**src/rtl/windowed_acc_pkg.sv**
```systemverilog
`default_nettype none
// ============================================================================
// Module   : windowed_acc_pkg
// Purpose  : Shared types, constants and helper functions for the
//            windowed accumulator. Saturation build option:
//            WINDOWED_ACC_SATURATE_EN.
// Revision : 1.0 - initial parametrised release
// ============================================================================
package windowed_acc_pkg;

  localparam int CNT_W = 16;

  typedef enum logic [0:0] {
    ACCUM = 1'b0,
    DUMP  = 1'b1
  } state_t;

  // Extend a data_w-bit sample held in the low bits of d to the full 64 bits,
  // sign-extending when sgn is set and zero-extending otherwise.
  function automatic logic [63:0] ext_sample(input logic [63:0] d, input int data_w, input bit sgn);
    logic [63:0] r;
    r = d;
    for (int i = 0; i < 64; i++) begin
      if (i >= data_w) begin
        r[i] = sgn ? d[data_w-1] : 1'b0;
      end
    end
    return r;
  endfunction

  // Largest representable sum: 2**acc_w-1 unsigned, 2**(acc_w-1)-1 signed.
  function automatic logic [63:0] sat_max(input int acc_w, input bit sgn);
    logic [63:0] one;
    one = 64'd1;
    return sgn ? ((one << (acc_w - 1)) - one) : ((one << acc_w) - one);
  endfunction

  // Smallest representable sum as a bit pattern: 0 unsigned, sign bit only signed.
  function automatic logic [63:0] sat_min(input int acc_w, input bit sgn);
    logic [63:0] one;
    one = 64'd1;
    return sgn ? (one << (acc_w - 1)) : 64'd0;
  endfunction

endpackage
`default_nettype wire

```
**src/rtl/acc_add_sat.sv**
```systemverilog
`default_nettype none
// ============================================================================
// Module   : acc_add_sat
// Purpose  : Combinational ACC_W adder with overflow detect; wraps modulo
//            2**ACC_W, or clamps when WINDOWED_ACC_SATURATE_EN is defined.
// Revision : 1.0 - initial parametrised release
// ============================================================================
module acc_add_sat
  import windowed_acc_pkg::*;
#(
  parameter int ACC_W  = 8,
  parameter int SIGNED = 0
) (
  input  logic [ACC_W-1:0] a,
  input  logic [ACC_W-1:0] b,
  output logic [ACC_W-1:0] sum,
  output logic             ovf
);

  logic [ACC_W-1:0] w_raw;

  generate
    if (SIGNED != 0) begin : g_signed
      // Signed overflow: like-signed operands producing an opposite-signed result.
      assign w_raw = a + b;
      assign ovf   = (a[ACC_W-1] == b[ACC_W-1]) && (w_raw[ACC_W-1] != a[ACC_W-1]);
    end else begin : g_unsigned
      // Unsigned overflow: carry out of the top bit.
      logic [ACC_W:0] w_full;
      assign w_full = {1'b0, a} + {1'b0, b};
      assign w_raw  = w_full[ACC_W-1:0];
      assign ovf    = w_full[ACC_W];
    end
  endgenerate

`ifdef WINDOWED_ACC_SATURATE_EN
  // Signed overflow can only go negative when both operands were negative.
  assign sum = !ovf ? w_raw :
               ((SIGNED != 0) && a[ACC_W-1]) ? ACC_W'(sat_min(ACC_W, SIGNED != 0))
                                             : ACC_W'(sat_max(ACC_W, SIGNED != 0));
`else
  assign sum = w_raw;
`endif

endmodule
`default_nettype wire

```
**src/rtl/windowed_accumulator.sv**
```systemverilog
`default_nettype none
// ============================================================================
// Module   : windowed_accumulator
// Purpose  : Running-sum accumulator with valid/ready handshakes, sticky
//            overflow, synchronous clear and a windowed dump mode emitting the
//            sum of every WIN_LEN accepted samples. Optional clamping on
//            overflow via WINDOWED_ACC_SATURATE_EN.
// Revision : 1.0 - initial parametrised release
// ============================================================================
module windowed_accumulator
  import windowed_acc_pkg::*;
#(
  parameter int DATA_W  = 4,
  parameter int ACC_W   = 8,
  parameter int WIN_LEN = 16,
  parameter int SIGNED  = 0
) (
  input  logic              clk,
  input  logic              reset,
  input  logic              clear,
  input  logic              mode,
  input  logic              in_valid,
  output logic              in_ready,
  input  logic [DATA_W-1:0] in_data,
  output logic              out_valid,
  input  logic              out_ready,
  output logic [ACC_W-1:0]  out_data,
  output logic [ACC_W-1:0]  acc_q,
  output logic [CNT_W-1:0]  sample_cnt,
  output logic              overflow
);

  localparam logic [CNT_W-1:0] c_last    = CNT_W'(WIN_LEN - 1);
  localparam logic [CNT_W-1:0] c_cnt_max = '1;

  state_t           r_state;
  state_t           w_next_state;
  logic [ACC_W-1:0] r_acc;
  logic [CNT_W-1:0] r_cnt;
  logic [ACC_W-1:0] r_out_data;
  logic             r_out_valid;
  logic             r_ovf;

  logic [ACC_W-1:0] w_ext;
  logic [ACC_W-1:0] w_sum;
  logic             w_add_ovf;
  logic             w_accept;
  logic             w_last;

  assign w_ext = ACC_W'(ext_sample(64'(in_data), DATA_W, SIGNED != 0));

  acc_add_sat #(
    .ACC_W (ACC_W),
    .SIGNED(SIGNED)
  ) u_add (
    .a  (r_acc),
    .b  (w_ext),
    .sum(w_sum),
    .ovf(w_add_ovf)
  );

  // A count at or past the window end (possible after a 0->1 mode switch) closes the window.
  assign w_accept = in_valid && in_ready;
  assign w_last   = mode && (r_cnt >= c_last);

  // State register.
  always_ff @(posedge clk or posedge reset) begin
    if (reset) begin
      r_state <= ACCUM;
    end else begin
      r_state <= w_next_state;
    end
  end

  // Next-state and input-side handshake; clear blocks acceptance but never moves the FSM.
  always_comb begin
    w_next_state = r_state;
    in_ready     = 1'b0;
    case (r_state)
      ACCUM: begin
        in_ready = !clear;
        if (w_accept && w_last) begin
          w_next_state = DUMP;
        end
      end
      DUMP: begin
        if (out_ready) begin
          w_next_state = ACCUM;
        end
      end
      default: w_next_state = ACCUM;
    endcase
  end

  // Running sum, sample counter and sticky overflow; clear outranks a sample.
  always_ff @(posedge clk or posedge reset) begin
    if (reset) begin
      r_acc      <= '0;
      r_cnt      <= '0;
      r_ovf      <= 1'b0;
      r_out_data <= '0;
    end else if (clear) begin
      r_acc <= '0;
      r_cnt <= '0;
      r_ovf <= 1'b0;
    end else if (w_accept) begin
      r_ovf <= r_ovf | w_add_ovf;
      if (w_last) begin
        r_out_data <= w_sum;
        r_acc      <= '0;
        r_cnt      <= '0;
      end else begin
        r_acc <= w_sum;
        r_cnt <= (r_cnt == c_cnt_max) ? r_cnt : r_cnt + 1'b1;
      end
    end
  end

  // Result-valid flag: raised at window close, dropped when the consumer takes it.
  always_ff @(posedge clk or posedge reset) begin
    if (reset) begin
      r_out_valid <= 1'b0;
    end else if (w_accept && w_last) begin
      r_out_valid <= 1'b1;
    end else if ((r_state == DUMP) && out_ready) begin
      r_out_valid <= 1'b0;
    end
  end

  assign out_valid  = r_out_valid;
  assign out_data   = r_out_data;
  assign acc_q      = r_acc;
  assign sample_cnt = r_cnt;
  assign overflow   = r_ovf;

endmodule
`default_nettype wire
```
**config.mk**
```make
export PLATFORM = sky130hd
export DESIGN_NAME = windowed_accumulator
export DESIGN_NICKNAME = d
export VERILOG_FILES = /design/src/rtl/windowed_acc_pkg.sv /design/src/rtl/acc_add_sat.sv /design/src/rtl/windowed_accumulator.sv
export SDC_FILE = /design/constraint.sdc
export NUM_CORES = 1
export LEC_CHECK = 0
export ABC_CLOCK_PERIOD_IN_PS = 1900
export CELL_PAD_IN_SITES_DETAIL_PLACEMENT = 1
export CELL_PAD_IN_SITES_GLOBAL_PLACEMENT = 2
export CORE_MARGIN = 4
export CORE_UTILIZATION = 27
export DETAILED_ROUTE_END_ITERATION = 16
export PLACE_DENSITY_LB_ADDON = 0.3
export SETUP_SLACK_MARGIN = 0.05
export SYNTH_ARGS = -nofsm -noshare
export SYNTH_HDL_FRONTEND = slang
export SYNTH_SLANG_ARGS = --single-unit
```
**constraint.sdc**
```tcl
create_clock -name clk -period 1.9 [get_ports clk]
set_input_delay 0.38 -clock clk [delete_from_list [all_inputs] [get_ports clk]]
set_output_delay 0.38 -clock clk [all_outputs]
set_load 0.1 [all_outputs]
```
Word-level counts from Yosys, hierarchy flattened

Index checks and enable logic that the tools add are counted.

$add $sub $neg: 2
Multipliers: 0
Divide/modulo/power cells: 0
Magnitude comparators: 1
Eq/ne operators: 2
Shift-type cells: 0
Multiplexer cells: 15
Bitwise gates (word level): 3
Reductions and logical operators: 9

Operators by type and width:

| operator                                                               | number |
|---|---|
| 16-bit two-way mux                                                     | 4 |
| 8-bit two-way mux                                                      | 3 |
| 16-bit by 1-bit adder with 16-bit output, second input constant        | 1 |
| 16-bit equality test, second input constant                            | 1 |
| 16-bit by 4-bit >= comparator with 1-bit output, second input constant | 1 |
| 8-bit by 4-bit adder with 9-bit output                                 | 1 |
| 1-bit two-way mux                                                      | 7 |
| 1-bit logical AND                                                      | 4 |
| 2-bit nonzero test                                                     | 2 |
| 3-bit != test, second input constant                                   | 1 |
| 3-bit AND reduction                                                    | 1 |
| 1-bit NOT                                                              | 2 |
| 1-bit one-hot mux with 2 select lines                                  | 1 |
| 2-bit AND reduction                                                    | 1 |
| 1-bit logical NOT                                                      | 1 |
| 1-bit OR                                                               | 1 |

Bits in registers: 35
Bits in latches: 0
Bits in writable memories: 0
Bits in read-only memories: 0
Memories kept: 0

Logic depth before layout (Yosys ltp)

Depth in word-level cells: 6
Gate-level depth with buffers: 8
Gate-level depth less buffers: 8

Hierarchy

A second synthesis with hierarchy kept.

Cells, all modules: 211
Area, all modules: 2119.5 sq um

By module, submodules not included:

| module               | times used | cells an instance | area an instance (sq um) |
|---|---|---|---|
| windowed_accumulator | 1          | 169               | 1795.5 |
| acc_add_sat          | 1          | 42                | 324.1 |

Worst setup path after synthesis

Ideal clock, no wire load.

Path type: input port to flip-flop
Start point: input port clear
End point: register r_acc[7], in the netlist acc_q[7]
Arrival: 2852 ps
Required time: 1815 ps
Slack: -1037 ps
Stages: 6
Buffers on the path: 1
Cell sequence: buf_2 nor2_1 nand2_1 nor2_2 a41oi_1 a31oi_1

Longest elaborated chain between the ends: 4
Elaborated cells on any way between the ends: 5

Ends and longest elaborated chain:

| what                                | RTL line                    | source |
|---|---|---|
| from (decl)                         | windowed_accumulator.sv:20  | `input logic clear,` |
| 1-bit logical NOT                   | windowed_accumulator.sv:81  | `in_ready = !clear;` |
| 1-bit two-way mux                   | windowed_accumulator.sv:79  | `case (r_state)` |
| via in_ready                        | windowed_accumulator.sv:23  | `output logic in_ready,` |
| 1-bit logical AND                   | windowed_accumulator.sv:63  | `assign w_accept = in_valid && in_ready;` |
| 2-bit nonzero test (no source line) | n/a                         |  |
| to (signal assigned)                | windowed_accumulator.sv:113 | `r_acc <= w_sum;` |
| to (decl)                           | windowed_accumulator.sv:38  | `logic [ACC_W-1:0] r_acc;` |

The timed path passes the listed nets, and every way through them passes these cells.
A chain may end at the register's enable or synchronous reset.

Worst setup path after layout

Start point: register r_cnt[10], in the netlist sample_cnt[10]
End point: register r_cnt[5], in the netlist sample_cnt[5]

Longest elaborated chain between the ends: 5
Elaborated cells on any way between the ends: 8

Ends and longest elaborated chain:

| what                                            | RTL line                    | source |
|---|---|---|
| from (decl)                                     | windowed_accumulator.sv:39  | `logic [CNT_W-1:0] r_cnt;` |
| from (signal assigned)                          | windowed_accumulator.sv:114 | `r_cnt <= (r_cnt == c_cnt_max) ? r_cnt : r_cnt + 1'b1;` |
| 16-bit by 4-bit >= comparator with 1-bit output | windowed_accumulator.sv:64  | `assign w_last = mode && (r_cnt >= c_last);` |
| 1-bit logical AND                               | windowed_accumulator.sv:64  |  |
| 16-bit two-way mux                              | windowed_accumulator.sv:108 | `if (w_last) begin` |
| 16-bit two-way mux                              | windowed_accumulator.sv:106 | `end else if (w_accept) begin` |
| 16-bit two-way mux                              | windowed_accumulator.sv:102 | `end else if (clear) begin` |

Several ways; a longest one is shown, not always the timed one. The select of a mux whose other input is x is not followed.

==> results.yml <==
run_status:
  status: "complete, but fails checks"
  violations: "negative setup slack"
power:
  vdd_drop_max_uv: 420.4
  p_leak_nw: 1.401
  power_mw: 2.302
  power.density_mw_per_mm2: 645.5
global_route:
  gr-total-overflow: 0
  grt_pass1_vias: 1991
  antenna_found_initial: 0
  grt_usage_pct: 15.52
  grt_max_degree: 36
  grt_pass1_wl_um: 10410
clock_tree:
  cts.clk_slew.worst_paths_ns: 0.08
  cts.sinks: 35
  cts_tree: "done"
  root_buffer: "clkbuf_8"
  ctsHoldBuffers: 0
  clockBufferDepth: 2
  clk-insertion-delay-late_ns: 0.29
  cts_made_buffers: 5
  htree_levels: 2
yosys:
  synth_enable_flop_cells: 0
  syn_area_per_cell_um2: 9.605
  synthesis.area_mm2: 0.001902
  ys_seq_elements: 35
  ys_warn_count: 0
  ys_types: 43
  synthCells: 198
  synthArstFlopShare_pct: 100.0
  syn-num-nets: 214
  seq_area_frac_synth_pct: 46.05
  ys.flop_type: "dfrtp_1"
final_layout:
  stdcell_area_mm2: 0.003566
  fin_cells: 389
  final_util_pct: 52.20
  final_cell_mix: "47 x buf_4, 36 x buf_12, 22 x nand2_1, 20 x dfrtp_4, 16 x a21oi_1"
  mostFrequentLayoutCell: "buf_4"
  layout.nets: 308
  antenna_cells: 0
  drive_gt1_share_pct: 51.19
  syn_to_final_growth_pct: 87.50
route:
  vias: 1905
  viasPerCell: 4.897
  dr_wl_met3_um: 184
  wl_met2_um: 3328
  dr.pass1.iters: 4
  wirelength_met1_um: 2764
  wl_per_cell_um: 16.42
  top_layer_used: "met4"
  route.detailed.drc: 0
  routed_wl_um: 6387
  antenna_left: 0
  drt_iter0_markers: 77
timing:
  min_period_ns: 1.930
  fin_skew_ns: 0.006091
  relSlewSlack_pct: 68.24
  hold_viol: 0
  fin_ws_ns: -0.02981
  setup_viol: 9
  maxSlewViolCount: 0
  fin_crit_sh_pct: 101.6
  rsz0062_at_grt: "true"
  max_clock_freq_ghz: 0.5182
  tightest_slew_ns: 0.4764
  hold_slack_ns: 0.4965
placement:
  place_congestion: 0.7680
  placed_area_mm2: 0.003236
  placed_cells: 373
  post-dp-hpwl_um: 4507
  numPortBuffers: 44
worst_setup_path:
  reg2regPathDepth: 6
  rr_startpoint: "sample_cnt[10]"
  arrival_ns: 2.09
  startpoint: "sample_cnt[10]"
  crit_type: "reg -> reg"
  crit_fanout: 15
  end_kind: "flop"
  cp.required_ns: 2.06
  cp-start-kind: "flop"
hold_path:
  min_path_type: "reg -> reg"
  whs_path_depth: 2
  worstHoldStart: "out_data[4]"
die:
  num_rows: 30
  io_pins: 45
  start_util_pct: 27.84
  die-area_mm2: 0.008450
  core_mm2: 0.006832
  fp.dieW_um: 91.93
  die_h_um: 91.93
run:
  maxCapViolCount: 0
==> path summary, 6_finish.rpt <==
| check | end | slack (ns) |
|---|---|---|
| max | sample_cnt[5] | -0.03 |
| min | out_data[4] | 0.50 |
| max reg2reg | sample_cnt[5] | -0.03 |
| min reg2reg | out_data[4] | 0.50 |
| max in group asynchronous | sample_cnt[1] | 1.02 |
| min in group asynchronous | r_state | 0.51 |
==> cell type report <==
| cell class | instances | area (um^2) |
|---|---|---|
| Clock buffer | 5 | 68.82 |
| Timing Repair Buffer | 94 | 1182 |
| Fill cell | 760 | 3266 |
| Sequential cell | 35 | 952.2 |
| Tap cell | 96 | 120.1 |
| Inverter | 12 | 45.04 |
| Clock inverter | 3 | 15.01 |
| Multi-Input combinational cell | 144 | 1182 |
==> power by group <==
group	total, mW	switching [mW]	internal [mW]	leakage (nW)
sequential	0.894	0.0940	0.801	0.442
combinational	0.865	0.530	0.334	0.912
clock	0.543	0.292	0.251	0.0477
==> timing repair <==
item                       in CTS  in global routing
resized for setup              26                 10
pin swaps                      14                  4
setup endpoints to repair      28                 33
setup buffers                   7                  1
==> worst max-delay path: stages, from the launching register on <==
cell and delay [ns]:
dfrtp_4 0.45, nand4_1 0.14, or4_4 0.59, o31ai_4 0.27
buf_12 0.17, or3_1 0.11, a21oi_1 0.07
==> state kept, by name, summed over array words and instances, names as in the netlist <==
register / count
sample_cnt: 16
acc_q: 8
out_data: 8
out_valid: 1
overflow: 1
r_state: 1
==> per-stage QoR <==
step | setup slack [ns] | setup TNS [ns]
after floorplan | -0.2837 | -4.016
after global placement | -0.3671 | -6.738
after detailed placement | -0.4117 | -7.897
after CTS | -0.01333 | -0.02145
after global routing | -0.1485 | -2.020
final | -0.02981 | -0.08904
==> cell usage after synthesis (all sizes together) (4+ instances only) <==
| cell | instances | area (um^2) |
|---|---|---|
| dfrtp | 35 | 875.8 |
| nand2 | 22 | 82.58 |
| a21oi | 18 | 90.09 |
| o21ai | 15 | 75.07 |
| inv | 12 | 45.04 |
| nand3 | 8 | 40.04 |
| or3 | 8 | 50.05 |
| nand4 | 6 | 37.54 |
| nor4 | 6 | 37.54 |
| o31ai | 6 | 58.81 |
| or4 | 6 | 48.80 |
| ha | 5 | 62.56 |
| nor2 | 5 | 21.27 |
| a31oi | 4 | 25.02 |
| buf | 4 | 28.78 |
| nand2b | 4 | 25.02 |
==> metal layers <==
metal / vias to the layer above / global-route usage, %
li1: 912 / -
met1: 951 / 20.30
met2: 33 / 25.06
met5: - / 0
met4: 0 / 6.064
met3: 9 / 3.281
==> logic make-up after synthesis <==
kind of cell / Yosys count / share of synthesized area [%]
buf+inv: 19 / 4.539
xor+xnor: 6 / 2.764
compound gates: 53 / 18.49
fa+ha+maj: 6 / 4.342
simple gates: 74 / 21.05
mux: 5 / 2.763
flops: 35 / 46.05
Note: power is estimated with default switching activity, not from simulation.
